==> src/rtl/adder_operand_stage.sv <==
// Handshake stage around the combinational 6-bit prefix adder.
// Holds operands stable for the adder, registers its result, keeps stats.
module adder_operand_stage #(
  parameter int W     = 6,
  parameter int CNT_W = 8
) (
  input  logic             clk,
  input  logic             reset,
  input  logic             in_valid,
  output logic             in_ready,
  input  logic [W-1:0]     in_x,
  input  logic [W-1:0]     in_y,
  output logic [W-1:0]     add_x,
  output logic [W-1:0]     add_y,
  input  logic [W-1:0]     add_s,
  input  logic             add_ov,
  output logic             out_valid,
  input  logic             out_ready,
  output logic [W-1:0]     out_s,
  output logic             out_ov,
  output logic             ov_sticky,
  output logic [CNT_W-1:0] op_count,
  output logic [CNT_W-1:0] ov_count,
  input  logic             clr_stats
);

  typedef enum logic [1:0] {
    IDLE = 2'd0,
    EXEC = 2'd1,
    HOLD = 2'd2
  } state_t;

  state_t           r_state;
  logic [W-1:0]     r_x;
  logic [W-1:0]     r_y;
  logic [W-1:0]     r_s;
  logic             r_ov;
  logic             r_sticky;
  logic [CNT_W-1:0] r_op_cnt;
  logic [CNT_W-1:0] r_ov_cnt;

  logic w_idle;
  logic w_exec;
  logic w_hold;
  logic w_accept;
  logic w_op_max;
  logic w_ov_max;

  assign w_idle   = (r_state == IDLE);
  assign w_exec   = (r_state == EXEC);
  assign w_hold   = (r_state == HOLD);
  assign w_op_max = (r_op_cnt == {CNT_W{1'b1}});
  assign w_ov_max = (r_ov_cnt == {CNT_W{1'b1}});

  // Ready passes straight through from downstream while a result waits.
  assign in_ready = w_idle | (w_hold & out_ready);
  assign w_accept = in_valid & in_ready;

  assign out_valid = w_hold;
  assign add_x     = r_x;
  assign add_y     = r_y;
  assign out_s     = r_s;
  assign out_ov    = r_ov;
  assign ov_sticky = r_sticky;
  assign op_count  = r_op_cnt;
  assign ov_count  = r_ov_cnt;

  always_ff @(posedge clk or negedge reset) begin
    if (!reset) begin
      r_state  <= IDLE;
      r_x      <= '0;
      r_y      <= '0;
      r_s      <= '0;
      r_ov     <= 1'b0;
      r_sticky <= 1'b0;
      r_op_cnt <= '0;
      r_ov_cnt <= '0;
    end else begin
      if (w_accept) begin
        r_x <= in_x;
        r_y <= in_y;
      end

      unique case (r_state)
        IDLE: begin
          if (in_valid)
            r_state <= EXEC;
        end
        EXEC: begin
          r_s     <= add_s;
          r_ov    <= add_ov;
          r_state <= HOLD;
        end
        HOLD: begin
          if (out_ready)
            r_state <= in_valid ? EXEC : IDLE;
        end
        default: r_state <= IDLE;
      endcase

      // A clear drops the statistics of a coincident capture.
      if (clr_stats) begin
        r_sticky <= 1'b0;
        r_op_cnt <= '0;
        r_ov_cnt <= '0;
      end else if (w_exec) begin
        if (!w_op_max)
          r_op_cnt <= r_op_cnt + CNT_W'(1);
        if (add_ov) begin
          r_sticky <= 1'b1;
          if (!w_ov_max)
            r_ov_cnt <= r_ov_cnt + CNT_W'(1);
        end
      end
    end
  end

endmodule

==> config.mk <==
export PLATFORM = sky130hd
export DESIGN_NAME = adder_operand_stage
export DESIGN_NICKNAME = d
export VERILOG_FILES = /design/src/rtl/adder_operand_stage.sv
export SDC_FILE = /design/constraint.sdc
export NUM_CORES = 1
export LEC_CHECK = 0
export CAP_MARGIN = 0
export CORE_ASPECT_RATIO = 1.4
export CORE_MARGIN = 1.5
export CORE_UTILIZATION = 47
export CTS_CLUSTER_SIZE = 14
export DETAILED_ROUTE_END_ITERATION = 7
export PLACE_DENSITY = 0.95
export REMOVE_ABC_BUFFERS = 1
export SLEW_MARGIN = 10
export SYNTH_ARGS = -nofsm -noshare
export SYNTH_HDL_FRONTEND = slang
export SYNTH_SLANG_ARGS = --single-unit
==> constraint.sdc <==
create_clock -name clk -period 3.71 [get_ports clk]
set_input_delay 0.371 -clock clk [delete_from_list [all_inputs] [get_ports clk]]
set_output_delay 0.371 -clock clk [all_outputs]
set_load 0.02 [all_outputs]
==> flow_summary.json <==
{
  "syn_to_final_growth_pct": 46.1,
  "maxSlewHeadroom_pct": 44.9,
  "synth_seq_cells": 38,
  "rows": 25,
  "worst_pin_slew_ns": 0.827,
  "synthesis.area_mm2": 0.00170,
  "dpl.hpwl_mm": 2.81,
  "timing.final.crit_share_pct": 58.2,
  "antennaDiodeCount": 0,
  "fmax_ghz": 0.464,
  "synth_area_per_cell_um2": 11.7,
  "cts_resized": 0,
  "dieArea_mm2": 0.00398,
  "synth_top_area_share_pct": 56.1,
  "ir_worst_vdd_v": 0.000440,
  "critical_path_class": "input port to primary output",
  "grt_pass1_vias": 1487,
  "clock_path_buffers": 2,
  "hold_path_class": "input port to asynchronous set/reset pin",
  "drc": 0,
  "synthCells": 145,
  "cp.arrival_ns": 1.79,
  "muxShareOfSynthArea_pct": 13.1,
  "synth_common_cells": "38 x dfrtp_1, 18 x mux2_2, 13 x nor2_1",
  "insertion_delay_ns": 0.29,
  "synthAdderAreaFrac_pct": 1.48,
  "power_leakage_nw": 1.05,
  "vias": 1411,
  "io_pins": 62,
  "status": "finished, final reports clean",
  "first_pass_iters": 4,
  "crit_path_start_kind": "input port",
  "cts_buffers": 5,
  "vias_per_cell": 5.64,
  "finalSetupViolCount": 0,
  "drive_gt1_share_pct": 14.8,
  "wl_per_cell_um": 16.8,
  "first_iter_violations": 33,
  "synthXorXnorAreaFrac_pct": 2.58,
  "wirelength_mm": 4.20,
  "root_buffer": "clkbuf_8",
  "synthTopCellsByArea": "dfrtp_1 56%, mux2_2 12%, nor2_1 2.9%, a21oi_1 2.1%, xor2_1 2.1%",
  "fin_nets": 235,
  "cts_sinks": 38,
  "gp_congestion": 0.816,
  "synth-async-reset-ratio_pct": 100,
  "dieHeight_um": 74.1,
  "synth_top_family_by_area": "simple AND/OR/NAND/NOR gates",
  "synth-main-ff-cell": "dfrtp_1",
  "clkTransAtPathRegs_ns": 0.07,
  "grt_max_degree": 39,
  "max-cap-violations": 0,
  "cp-end-kind": "primary output",
  "yosys_warnings": 0,
  "postRouteAntennaNets": 0,
  "synth_compound_area_share_pct": 6.72,
  "cts_tree": "done",
  "power.density_mw_per_mm2": 560,
  "ys_seq_area_share_pct": 56.1,
  "crit_fanout": 2,
  "crit_required_ns": 3.34,
  "drv_slew": 0,
  "n_fill_cell": 234,
  "min_period_ns": 2.16,
  "fin_tns_setup_ns": 0,
  "dieWidth_um": 53.8,
  "grt_remaining_overflow": 0,
  "ys_types": 36,
  "cts_hold_buf": 0,
  "antenna_found_initial": 0,
  "synth_edf_count": 0,
  "rsz0062_at_grt": "false",
  "postCtsSetupBuffers": 0,
  "port_buffers": 61,
  "synth.most_common_cell": "dfrtp_1",
  "synthSimpleGateAreaFrac_pct": 17.7,
  "reg2regPathDepth": 3,
  "finalHoldViolations": 0,
  "start_util_pct": 49.7,
  "coreArea_mm2": 0.00341,
  "track_usage_pct": 25.3,
  "htreeDepth": 2,
  "power_mw": 1.39,
  "yosys.area.top_type": "dfrtp_1",
  "grt_pass1_wl_mm": 7.08,
  "finClkSkew_ns": 0.00461
}
[where the power goes]
| group | switching, mW | internal, mW | total, mW |
|---|---|---|---|
| logic | 0.193 | 0.218 | 0.411 |
| clock network | 0.152 | 0.287 | 0.439 |
| registers | 0.0508 | 0.488 | 0.539 |
[registers in the layout (all words and copies together), names as in the netlist]
| signal | count |
|---|---|
| op_count | 8 |
| ov_count | 8 |
| add_x | 6 |
| add_y | 6 |
| out_s | 6 |
| r_state | 2 |
| out_ov | 1 |
| ov_sticky | 1 |
[critical path: stages]
cell,delay (ns)
clkdlybuf4s50_1,0.48
inv_1,0.05
a21oi_1,0.24
clkdlybuf4s50_1,0.65
[stage by stage]
stage                     std cells  utilization (%)  instance area, um^2  hold slack [ns]  worst slack (ns)
final                           250             72.7                 2480            0.171              1.55
after global routing            250             72.7                 2480            0.249              1.46
after CTS                       250             72.7                 2480            0.201              1.54
after detailed placement        242             68.5                 2330            0.494              1.57
after global placement          242             68.5                 2330            0.490              1.67
after floorplan                 140                -                 1670           0.0754              1.93
[cell families (layout without fill, tap and decap cells)]
group	Yosys count	after routing
AO/OA/AOI/OAI	18	18
XOR/XNOR	5	5
adder cells (fa/ha/maj)	2	2
buffers and inverters	9	74
flip-flops	38	38
multiplexers	20	20
AND/OR/NAND/NOR	53	53
[routing by layer]
layer  wire length [um]  vias to the layer above  share of wire [%]  GRT usage (%)
li1                   -                      644                  -              -
met1               1580                      697                 38           28.7
met2               2190                       58                 52           41.3
met3                312                       12                7.4           9.84
met4                118                        0                2.8           11.7
met5                  0                        -                  0              0
[cells in the final DEF (no fill, tap or decap), types with 2 or more instances in the layout]
cell	n
a211oi_1	2
nor2_1	13
nor2b_1	2
mux2i_1	2
and4_1	2
bufinv_16	2
a21oi_1	7
xor2_1	4
inv_1	4
and4b_1	2
mux2_2	18
ha_1	2
clkdlybuf4s50_1	60
nand2_1	8
clkbuf_8	6
dfrtp_1	38
o21ai_0	3
nand3_1	5
o21bai_1	2
nand4_1	3
nor3_1	6
nor3b_1	2
a31oi_1	2
[worst paths after layout]
check	endpoint	slack, ns	startpoint
hold reg to reg	out_s[3]	0.51	out_s[3]
setup / recovery	in_ready	1.55	out_ready
hold / removal	add_y[2]	0.17	reset
min in group clk	out_s[3]	0.51	out_s[3]
setup reg to reg	add_y[5]	1.90	r_state[0]
max in group asynchronous	out_s[4]	3.01	reset
[cell type report]
class / count / area (um^2) / area share [%]
Inverter: 4 / 15.0 / 0.606
Clock buffer: 6 / 82.6 / 3.33
Sequential cell: 38 / 951 / 38.4
Clock inverter: 2 / 60.1 / 2.42
Timing Repair Buffer: 62 / 613 / 24.7
Multi-Input combinational cell: 98 / 706 / 28.5
Tap cell: 40 / 50.0 / 2.02
Note: power is estimated with default switching activity, not from simulation.
